### config.mk
export PLATFORM = sky130hd
export DESIGN_NAME = issue_queue_alu
export DESIGN_NICKNAME = d
export VERILOG_FILES = /design/src/rtl/iq_pkg.sv /design/src/rtl/iq_slot.sv /design/src/rtl/issue_queue_alu.sv
export SDC_FILE = /design/constraint.sdc
export NUM_CORES = 1
export LEC_CHECK = 0
export ABC_AREA = 1
export CAP_MARGIN = 20
export CORE_AREA = 2 2 183 149
export CTS_CLUSTER_SIZE = 30
export DETAILED_ROUTE_END_ITERATION = 8
export DIE_AREA = 0 0 185 151
export PLACE_DENSITY = 0.81
export SYNTH_ARGS = -nofsm -noshare
export SYNTH_HDL_FRONTEND = slang
export SYNTH_HIERARCHICAL = 1
export SYNTH_SLANG_ARGS = --single-unit
### constraint.sdc
create_clock -name clk -period 3.5 [get_ports clk]
set_input_delay 0.7 -clock clk [delete_from_list [all_inputs] [get_ports clk]]
set_output_delay 0.7 -clock clk [all_outputs]
set_load 0.005 [all_outputs]
### src/rtl/iq_pkg.sv
// Shared definitions for the ALU issue queue.
// Holds the 21-bit entry layout (field positions), the entry width and the
// physical register tag width used by the queue top level and its slots.
package iq_pkg;

  localparam int TAG_W      = 5;
  localparam int IQ_ENTRY_W = 21;

  // Entry field positions
  localparam int IQ_ISSUED  = 0;
  localparam int IQ_VALID   = 1;
  localparam int IQ_DST_LO  = 2;
  localparam int IQ_RDYA    = 7;
  localparam int IQ_TAGA_LO = 8;
  localparam int IQ_DSTWR   = 13;
  localparam int IQ_RDYB    = 14;
  localparam int IQ_TAGB_LO = 15;
  localparam int IQ_RSVD    = 20;

endpackage

### src/rtl/iq_slot.sv
// One issue-queue slot: a single 21-bit entry register plus the four-way
// wakeup tag compare for both sources.
// Ports:
//   clk, rst_n    clock, synchronous active-low reset
//   flush         clear the slot (highest priority)
//   alloc         dispatch writes alloc_word into this (free) slot
//   alloc_word    entry word from the dispatch lane that owns this slot
//   grant         select grant; clears the slot if it is valid
//   wk_tag/wk_en  the four wakeup broadcasts (ALU0, ALU1, LS, MD)
//   entry         registered slot contents
module iq_slot
  import iq_pkg::*;
(
  input  logic                       clk,
  input  logic                       rst_n,
  input  logic                       flush,
  input  logic                       alloc,
  input  logic [IQ_ENTRY_W-1:0]      alloc_word,
  input  logic                       grant,
  input  logic [3:0][TAG_W-1:0]      wk_tag,
  input  logic [3:0]                 wk_en,
  output logic [IQ_ENTRY_W-1:0]      entry
);

  logic [IQ_ENTRY_W-1:0] entry_p0;
  logic [IQ_ENTRY_W-1:0] base_word;
  logic [IQ_ENTRY_W-1:0] upd_word;
  logic [TAG_W-1:0]      tag_a;
  logic [TAG_W-1:0]      tag_b;

  function automatic logic tag_hit(input logic [TAG_W-1:0]        tag,
                                   input logic [3:0][TAG_W-1:0]   bt,
                                   input logic [3:0]              be);
    logic hit;
    hit = 1'b0;
    for (int i = 0; i < 4; i++) begin
      hit = hit | (be[i] && (bt[i] == tag));
    end
    return hit;
  endfunction

  // The same compare serves both the stored entry (wakeup) and the word being
  // dispatched (bypass), so a broadcast in the dispatch cycle is never lost.
  always_comb begin
    base_word = alloc ? alloc_word : entry_p0;
    if (alloc) begin
      base_word[IQ_ISSUED] = 1'b0;
      base_word[IQ_VALID]  = 1'b1;
      base_word[IQ_RSVD]   = 1'b0;
    end
    tag_a = base_word[IQ_TAGA_LO +: TAG_W];
    tag_b = base_word[IQ_TAGB_LO +: TAG_W];
    upd_word = base_word;
    upd_word[IQ_RDYA] = base_word[IQ_RDYA] | tag_hit(tag_a, wk_tag, wk_en);
    upd_word[IQ_RDYB] = base_word[IQ_RDYB] | tag_hit(tag_b, wk_tag, wk_en);
  end

  // Slot register: flush > grant (valid only) > dispatch write > wakeup
  always_ff @(posedge clk) begin
    if (!rst_n) begin
      entry_p0 <= '0;
    end else if (flush) begin
      entry_p0 <= '0;
    end else if (grant && entry_p0[IQ_VALID]) begin
      entry_p0 <= '0;
    end else if (alloc || entry_p0[IQ_VALID]) begin
      entry_p0 <= upd_word;
    end
  end

  assign entry = entry_p0;

endmodule

### src/rtl/issue_queue_alu.sv
// Seven-entry ALU issue queue (storage side of the select/wakeup loop).
// Accepts up to two micro-ops per cycle, tracks source readiness from four
// wakeup broadcasts, exposes every slot to select, and frees granted slots.
// Ports:
//   clk, rst_n                 clock, synchronous active-low reset
//   flush                      clear all slots (iq_overflow kept)
//   disp_en0/1, disp_entry0/1  dispatch lanes
//   disp_ready                 at least two free slots
//   free_cnt                   number of free slots
//   iq_overflow                sticky: a dispatch lane found no free slot
//   IQ_ALU_dout0..6            slot contents
//   IQ_ALU_select_en           grant vector from select
//   wakeup_reg_* / wakeup_*_en wakeup tag broadcasts
module issue_queue_alu #(
  parameter int ENTRIES = 7,
  parameter int TAG_W   = 5
) (
  input  logic                          clk,
  input  logic                          rst_n,
  input  logic                          flush,
  input  logic                          disp_en0,
  input  logic                          disp_en1,
  input  logic [iq_pkg::IQ_ENTRY_W-1:0] disp_entry0,
  input  logic [iq_pkg::IQ_ENTRY_W-1:0] disp_entry1,
  output logic                          disp_ready,
  output logic [2:0]                    free_cnt,
  output logic                          iq_overflow,
  output logic [iq_pkg::IQ_ENTRY_W-1:0] IQ_ALU_dout0,
  output logic [iq_pkg::IQ_ENTRY_W-1:0] IQ_ALU_dout1,
  output logic [iq_pkg::IQ_ENTRY_W-1:0] IQ_ALU_dout2,
  output logic [iq_pkg::IQ_ENTRY_W-1:0] IQ_ALU_dout3,
  output logic [iq_pkg::IQ_ENTRY_W-1:0] IQ_ALU_dout4,
  output logic [iq_pkg::IQ_ENTRY_W-1:0] IQ_ALU_dout5,
  output logic [iq_pkg::IQ_ENTRY_W-1:0] IQ_ALU_dout6,
  input  logic [ENTRIES-1:0]            IQ_ALU_select_en,
  input  logic [TAG_W-1:0]              wakeup_reg_ALU0,
  input  logic [TAG_W-1:0]              wakeup_reg_ALU1,
  input  logic [TAG_W-1:0]              wakeup_reg_LS,
  input  logic [TAG_W-1:0]              wakeup_reg_MD,
  input  logic                          wakeup_ALU_en0,
  input  logic                          wakeup_ALU_en1,
  input  logic                          wakeup_LS_en,
  input  logic                          wakeup_MD_en
);

  import iq_pkg::*;

  logic [IQ_ENTRY_W-1:0] slot_q     [ENTRIES];
  logic [IQ_ENTRY_W-1:0] alloc_word [ENTRIES];
  logic [ENTRIES-1:0]    valid_v;
  logic [ENTRIES-1:0]    free_v;
  logic [ENTRIES-1:0]    sel0;
  logic [ENTRIES-1:0]    sel1;
  logic [ENTRIES-1:0]    mask1;
  logic [ENTRIES-1:0]    alloc_v;
  logic                  found0;
  logic                  found1;
  logic                  drop;
  logic                  ovf_p0;
  logic [3:0][TAG_W-1:0] wk_tag;
  logic [3:0]            wk_en;

  function automatic logic [2:0] popcount(input logic [ENTRIES-1:0] v);
    logic [2:0] c;
    c = 3'd0;
    for (int i = 0; i < ENTRIES; i++) begin
      c = c + 3'(v[i]);
    end
    return c;
  endfunction

  assign wk_tag = {wakeup_reg_MD, wakeup_reg_LS, wakeup_reg_ALU1, wakeup_reg_ALU0};
  assign wk_en  = {wakeup_MD_en, wakeup_LS_en, wakeup_ALU_en1, wakeup_ALU_en0};

  always_comb begin
    for (int i = 0; i < ENTRIES; i++) begin
      valid_v[i] = slot_q[i][IQ_VALID];
    end
  end

  // Free slots come only from registered valid bits: a slot granted this
  // cycle is still seen as occupied and cannot be reused until next cycle.
  assign free_v = ~valid_v;

  // Two-lane lowest-index free-slot finder. Lane 1 skips lane 0's pick only
  // when lane 0 is actually dispatching.
  always_comb begin
    found0 = 1'b0;
    sel0   = '0;
    for (int i = 0; i < ENTRIES; i++) begin
      if (free_v[i] && !found0) begin
        found0  = 1'b1;
        sel0[i] = 1'b1;
      end
    end
    mask1  = free_v & ~((disp_en0 && found0) ? sel0 : '0);
    found1 = 1'b0;
    sel1   = '0;
    for (int i = 0; i < ENTRIES; i++) begin
      if (mask1[i] && !found1) begin
        found1  = 1'b1;
        sel1[i] = 1'b1;
      end
    end
    for (int i = 0; i < ENTRIES; i++) begin
      alloc_v[i]    = (disp_en0 && sel0[i]) || (disp_en1 && sel1[i]);
      alloc_word[i] = (disp_en0 && sel0[i]) ? disp_entry0 : disp_entry1;
    end
  end

  // Dispatch is discarded during flush, so a drop only counts outside flush.
  assign drop = !flush && ((disp_en0 && !found0) || (disp_en1 && !found1));

  for (genvar g = 0; g < ENTRIES; g++) begin : g_slot
    iq_slot u_slot (
      .clk        (clk),
      .rst_n      (rst_n),
      .flush      (flush),
      .alloc      (alloc_v[g]),
      .alloc_word (alloc_word[g]),
      .grant      (IQ_ALU_select_en[g]),
      .wk_tag     (wk_tag),
      .wk_en      (wk_en),
      .entry      (slot_q[g])
    );
  end

  // Sticky overflow flag, cleared only by reset
  always_ff @(posedge clk) begin
    if (!rst_n) begin
      ovf_p0 <= 1'b0;
    end else if (drop) begin
      ovf_p0 <= 1'b1;
    end
  end

  assign iq_overflow  = ovf_p0;
  assign free_cnt     = popcount(free_v);
  assign disp_ready   = (free_cnt >= 3'd2);

  assign IQ_ALU_dout0 = slot_q[0];
  assign IQ_ALU_dout1 = slot_q[1];
  assign IQ_ALU_dout2 = slot_q[2];
  assign IQ_ALU_dout3 = slot_q[3];
  assign IQ_ALU_dout4 = slot_q[4];
  assign IQ_ALU_dout5 = slot_q[5];
  assign IQ_ALU_dout6 = slot_q[6];

endmodule

; ---- Word level (Yosys, flattened, before mapping)
; Cells that the tools add are included.
; Widths: inputs -> output; s select.
[classes]
n_reduce_logical = 137
addsub = 6
bitwise_logic = 60
n_mux = 55
n_lt_le_gt_ge = 1
eq_ne = 56
[ops]
columns = op, count
row1 = $mux 21, 14
row2 = $eq 5x5->1, 56
row3 = $logic_and 1x1->1, 93
row4 = $or 1x1->1, 56
row5 = $mux 1, 33
row6 = $reduce_or 3->1, 7
row7 = $logic_not 1->1, 15
row8 = $logic_or 1x1->1, 15
row9 = $mux 2, 7
row10 = $not 7->7, 2
row11 = $reduce_and 2->1, 7
row12 = $add 3x1->3, 4
row13 = $and 7x7->7, 1
row14 = $mux 7, 1
row15 = $add 2x1->3, 1
row16 = $ge 3x2->1 const B, 1
row17 = $add 1x1->2, 1
row18 = $not 1->1, 1
[totals]
register_bits = 148
wordCells = 337

; ---- Logic depth before layout (Yosys ltp)
; Gate-level depths: netlist of run 1.
[depth]
depth_word = 52
ltp_mapped = 22
depth_no_buf = 20

; ---- Modules after synthesis
; Netlist of run 1, hierarchy kept.
[by_module_without_submodules]
columns = module, n_inst, area_per_inst_um2, cells_each
row1 = iq_slot, 7, 1762.9, 322
row2 = issue_queue_alu, 1, 1910.6, 410

; ---- Worst setup path after synthesis of run 1
; No wires, ideal clock.
[synth_path]
path_type = register to output
from = reg g_slot[0].u_slot.entry_p0[1]
to = out disp_ready
slack_ns = 0.476
n_path_buf = 0
arrival_ns = 2.324
stages_incl_launch_ff = 8
required_time_ns = 2.800
cell_sequence = dfxtp_1 -> fa_1 -> fa_1 -> inv_1 -> fa_1 -> inv_1 -> fa_1 -> nand2_1
[synth_via]
elab_chain_cells = 8
[synth_rtl]
columns = element, line
row1 = start: declaration, iq_slot.sv:25  ; logic [IQ_ENTRY_W-1:0] entry_p0;
row2 = start signal: assignment, iq_slot.sv:67  ; entry_p0 <= upd_word;
row3 = $not 7->7, issue_queue_alu.sv:83  ; assign free_v = ~valid_v;
row4 = $add 1x1->2, issue_queue_alu.sv:67  ; c = c + 3'(v[i]);
row5 = $add 2x1->3, issue_queue_alu.sv:67
row6 = $add 3x1->3 (4 in a row), issue_queue_alu.sv:67
row7 = $ge 3x2->1, issue_queue_alu.sv:139  ; assign disp_ready = (free_cnt >= 3'd2);
row8 = end: declaration, issue_queue_alu.sv:25  ; output logic disp_ready,
; No other way between the ends.

; ---- Final worst setup path of run 1
; Ends and elaborated chain as after synthesis.

==> qor.txt, run 1 <==
Status: complete, but fails checks
Violated checks: negative setup slack
R2R cell count: 23
Mapped Avg Cell Area: 5.37 sq um
RSZ-0062 raised after global routing: yes
Finished Layout Cells: 3262
I/O pin cnt: 230
Fin nets: 2978
R2R Path End: g_slot[6].u_slot/entry[7]
Total track usage: 0.437
Final Max Tran Viols: 0
Initial Utilization: 0.541
Post-Syn Nets: 2703
Setup crit end kind: output port
Pwr Density: 283 nW/um^2
Cell area after synthesis: 14100 sq um
Clk slew on worst S/H paths: 0.06 ns
Lkg Pwr: 8.90 nW
Max Clock Skew: 0.0142 ns
Reg2reg setup slack: 0.34 ns
Worst setup path category: reg2out
Die area: 27900 sq um
Min Hold Slack: 0.442 ns
Initial antenna violation count: 3
DP Wirelength: 43000 um
DR pass1 iterations: 6
Total number of vias: 18100
Die Y: 151 um
Max Buffers Root-to-Sink: 2
Final Util: 0.678
VDD IR-drop max: 0.000322 V
Final Cycle Share: 1.01
Post-CTS setup buffer count: 0
Worst slack, placed: -0.0128 ns
Final Hold Fails: 0
Ratio of cells with drive above 1 in the final layout: 0.102
Final worst slack: -0.0498 ns
MaxCap Viol Count: 0
CP Max Fanout: 2
Required time of the critical path: 2.80 ns
Clk sinks: 148
H-tree depth: 4
Number of vias per cell: 5.56
Vias in the first global route: 16300
CORE AREA: 26000 sq um
CTS Hold Bufs: 0
Hold Path Sink: g_slot[4].u_slot/entry[0]
Die W: 185 um
CTS tree: built
Hold Path Class: reg2reg
Clock Latency Late Sink: 0.45 ns
Yosys warnings: 6
Syn Inst Count: 2619
Least-Margin Pin Slew: 0.920 ns
Crit path launch type: register
HP Start: g_slot[4].u_slot/entry[0]
FMAX: 282 MHz
Largest net degree at the start of global routing: 38
Relative slew slack: 0.387
Minimum clock period: 3.55 ns
Reg2reg start: g_slot[1].u_slot/entry[1]
Detail Route Antenna Nets: 0
Placed insts: 3232
Remaining Overflow, GRT: 0
TritonCTS buffer count: 17
Buffers on Ports: 223
Gpl congestion: 1.04
Hold Crit Depth: 2
Routed wire per std cell: 18.9 um
First-pass GRT wire length: 91300 um
Drt initial violations: 2291
Post-route DRC violation count: 0
Synth-to-Final Area Change: 25.3%
Row Count: 53
WL final: 61700 um
Root Driver: clkbuf_16
Setup TNS: -0.0801 ns
Final setup violation count: 2
CP arrival: 2.85 ns
-- flip-flops by register name, summed over array words and instances, names as in the netlist --
register and count:
iq_overflow 1, g_slot.u_slot/entry 147
-- power breakdown --
group	internal, mW	leakage, nW	switching (mW)	total (mW)
logic	0.443	7.43	0.900	1.34
registers	1.71	1.20	0.0217	1.73
clock network	1.10	0.277	0.802	1.91
-- routing by layer --
metal | up-vias | wire length (um) | GRT usage
met5 | - | 0 | 0
met4 | 0 | 3980 | 0.252
met3 | 269 | 9480 | 0.130
met2 | 1261 | 25300 | 0.661
met1 | 7905 | 23000 | 0.555
li1 | 8693 | - | -
-- worst max-delay path: stages, from the launching register on --
cell and delay, ns:
dfxtp_2 0.33, fa_1 0.49, fa_1 0.49, inv_1 0.05, fa_2 0.33, inv_2 0.07, fa_2 0.48, nand2_1 0.07
buf_2 0.10
-- stage by stage --
stage               power [mW]  cell area [sq um]
global route              5.15              17600
CTS                       4.94              17600
finish                    4.98              17600
floorplan                 2.49              14100
global placement          3.03              17000
detailed placement        3.05              17000
-- final cells by class --
cell class | count | area (sq um)
Antenna cell | 1 | 2.50
Multi-Input combinational cell | 2080 | 9350
Tap cell | 357 | 447
Clock inverter | 11 | 139
Timing Repair Buffer | 334 | 3090
Inverter | 313 | 1190
Sequential cell | 148 | 2970
Fill cell | 2534 | 8380
Clock buffer | 18 | 429
-- timing repair --
action / in CTS / in global routing
endpoints found under the setup margin: 4 / 3
gates resized for setup: 15 / 1
cloned: 0 / 0
pin swaps: 4 / 4
-- worst max-delay path by stage --
stage | from | end | slack [ns]
finish | g_slot[0].u_slot/entry[1] | disp_ready | -0.05
global route | g_slot[0].u_slot/entry[1] | disp_ready | -0.15
CTS | g_slot[3].u_slot/entry[1] | disp_ready | -0.09
detailed placement | g_slot[0].u_slot/entry[1] | disp_ready | -0.01
global placement | g_slot[0].u_slot/entry[1] | disp_ready | -0.006
floorplan | g_slot[0].u_slot/entry[1] | disp_ready | 0.48
-- placed cells by master, fill, tap and decap left out, types with 3 or more instances in the layout --
cell type and instances:
a21oi_1 64, clkinv_2 5, buf_12 3, buf_2 3, inv_1 296, nand2_1 997
o21ai_0 135, bufinv_16 3, inv_4 7, inv_2 3, nand3_1 342, nand4_1 3
nand2_2 73, clkbuf_16 17, clkinv_1 7, nand3b_1 7, nand2_4 56, o21ai_1 33
nor2_1 352, dfxtp_1 146, buf_4 108, clkdlybuf4s50_1 218, o21ai_2 4
No activity file was read; power rests on OpenSTA's default activity.
==> inputs of run 2 (changes only) <==
CORE_AREA = 3 3 184 150   (was 2 2 183 149)
DIE_AREA = 0 0 187 153   (was 0 0 185 151)
==> run 2 against run 1 <==
The run still ends with negative setup slack left. Wire length increased by 2.0%. Setup slack gained 0.0043 ns. Via count is 0.41% higher. Cell count is 0.21% lower. Clock power increased by 12%. Sequential cell count stayed put. Largest cell class unchanged.
==> qor.txt, run 2 (same netlist as run 1, synthesis figures left out) <==
Hold Path Class: reg2reg
Lkg Pwr: 8.92 nW (+0.17%)
Drt initial violations: 2522 (+10%)
Initial antenna violation count: 2 (-1)
CTS Hold Bufs: 0 (unchanged)
Final Max Tran Viols: 0 (unchanged)
Die Y: 153 um (+1.3%)
DR pass1 iterations: 6 (unchanged)
Clk slew on worst S/H paths: 0.07 ns (about the same)
Number of vias per cell: 5.59 (+0.62%)
CP Max Fanout: 2 (unchanged)
Worst setup path category: reg2out
VDD IR-drop max: 0.000346 V (+7.4%)
CP Cell Sequence: fa_1 -> fa_1 -> inv_1 -> fa_2 -> inv_2 -> fa_2 -> nand2_1 -> buf_2
Least-Margin Pin Slew: 0.912 ns (-0.00806 ns)
FMAX: 282 MHz (+0.12%)
Switching power: 1.74 mW (+0.83%)
Commonest non-fill, non-tap cell in the layout: nand2_1
Required time of the critical path: 2.80 ns (about the same)
Detail Route Antenna Nets: 0 (unchanged)
Fin nets: 2970 (-0.27%)
CTS tree: built
Pwr Density: 296 nW/um^2 (+4.7%)
H-tree depth: 4 (unchanged)
I/O pin cnt: 230 (unchanged)
WL final: 63000 um (+2.0%)
Sw Ratio: 0.332 (-0.0139)
Vias in the first global route: 16400 (+0.48%)
Area after DPL: 17000 sq um (-0.15%)
Sequential share of power: 0.331 (-0.017)
Post-route DRC violation count: 0 (unchanged)
Critical path's largest stage delay: 0.49 ns (about the same)
Synth-to-Final Area Change: 25.7%
Root Driver: clkbuf_16
R2R cell count: 21 (-8.7%)
Gpl congestion: 0.990 (-4.5%)
Clk sinks: 148 (unchanged)
CP arrival: 2.85 ns (about the same)
Initial Utilization: 0.539 (-0.00138)
Violated checks: negative setup slack
Largest net degree at the start of global routing: 38 (unchanged)
First-pass GRT wire length: 94400 um (+3.4%)
Final Hold Fails: 0 (unchanged)
DP Wirelength: 43400 um (+0.88%)
Crit path launch type: register
Internal power: 3.49 mW (+7.3%)
Status: complete, but fails checks
RSZ-0062 raised after global routing: yes
Max Clock Skew: 0.0120 ns (-0.00214 ns)
Minimum clock period: 3.55 ns (-0.00430 ns)
CORE AREA: 26100 sq um (+0.26%)
Max reg flops: 147 (unchanged)
Ratio of cells with drive above 1 in the final layout: 0.100 (-0.00217)
Total track usage: 0.427 (-0.0106)
Clock Latency Late Sink: 0.45 ns (about the same)
Die area: 28600 sq um (+2.4%)
Final Util: 0.678 (about the same)
TritonCTS buffer count: 17 (unchanged)
HP Start: g_slot[1].u_slot/entry[0]
Final setup violation count: 2 (unchanged)
Remaining Overflow, GRT: 0 (unchanged)
Setup crit end kind: output port
Die W: 187 um (+1.1%)
Gate power share: 0.260 (-0.010)
Slowest cell on crit path: fa_1
Final Cell Area: 17700 sq um (+0.33%)
Buffers on Ports: 223 (unchanged)
Final worst slack: -0.0455 ns (+0.00430 ns)
Hold Crit Depth: 2 (unchanged)
Reg2reg start: g_slot[1].u_slot/entry[1]
Post-CTS setup buffer count: 0 (unchanged)
Commonest cells after routing, fill and taps aside: 997 x nand2_1, 352 x nor2_1, 342 x nand3_1
Total number of vias: 18200 (+0.41%)
Row Count: 53 (unchanged)
Launch point of the worst path: g_slot[0].u_slot/entry[1]
Routed wire per std cell: 19.3 um (+2.2%)
Clock share of power: 0.409 (+0.026)
Final Cycle Share: 1.01 (-0.00123)
Max Buffers Root-to-Sink: 2 (unchanged)
Worst slack, placed: -0.0311 ns (-0.0183 ns)
MaxCap Viol Count: 0 (unchanged)
Relative slew slack: 0.392 (+0.00537)
run 2: power groups by stage:
stage	registers (mW)	clock network [mW]	logic, mW
global placement	1.77	0	1.28
finish	1.73	2.14	1.36
detailed placement	1.77	0	1.30
floorplan	1.77	0	0.727
global route	1.73	2.21	1.46
CTS	1.73	2.15	1.30
run 2: final cells by class:
| type | instances | area, sq um |
|---|---|---|
| clock inverter | 9 | 175 |
| fill | 2482 | 8390 |
| multi-input combinational | 2080 | 9350 |
| clock buffer | 21 | 480 |
| sequential | 148 | 2970 |
| antenna | 1 | 2.50 |
| timing repair buffer | 326 | 3060 |
| inverter | 313 | 1190 |
| tap | 357 | 447 |
run 2: metal layers:
| metal | part of all wire | wire length (um) | global-route usage |
|---|---|---|---|
| met5 | 0 | 0 | 0 |
| met4 | 0.054 | 3370 | 0.198 |
| met3 | 0.17 | 10500 | 0.140 |
| met2 | 0.40 | 25300 | 0.626 |
| met1 | 0.38 | 23700 | 0.568 |
run 2: critical path, delay by kind of cell, from the launching register on:
family	cells	cell delay [ns]
fa+ha+maj	4	1.78
buf+inv	3	0.22
simple gates	1	0.07
flops	1	0.33
run 2: worst paths after layout:
path | to | slack, ns
worst max-delay path | disp_ready | -0.05
worst max register to register | g_slot[6].u_slot/entry[14] | 0.34
worst min-delay path | g_slot[1].u_slot/entry[0] | 0.44
worst min register to register | g_slot[1].u_slot/entry[0] | 0.44
run 2: timing repair:
action,in CTS,in global routing
setup endpoints to repair,4,3
gates cloned,0,0
pin swaps,5,5
gates resized for setup,15,2
run 2: per-stage QoR:
stage | power, mW | cells | hold slack [ns] | TNS [ns]
2_1_floorplan | 2.49 | 2619 | 0.441 | 0
3_3_place_gp | 3.05 | 3224 | 0.428 | -0.0191
3_5_place_dp | 3.06 | 3224 | 0.435 | -0.0525
4_1_cts | 5.18 | 3254 | 0.445 | -0.306
5_1_grt | 5.41 | 3254 | 0.451 | -0.193
6_report | 5.23 | 3255 | 0.441 | -0.0832
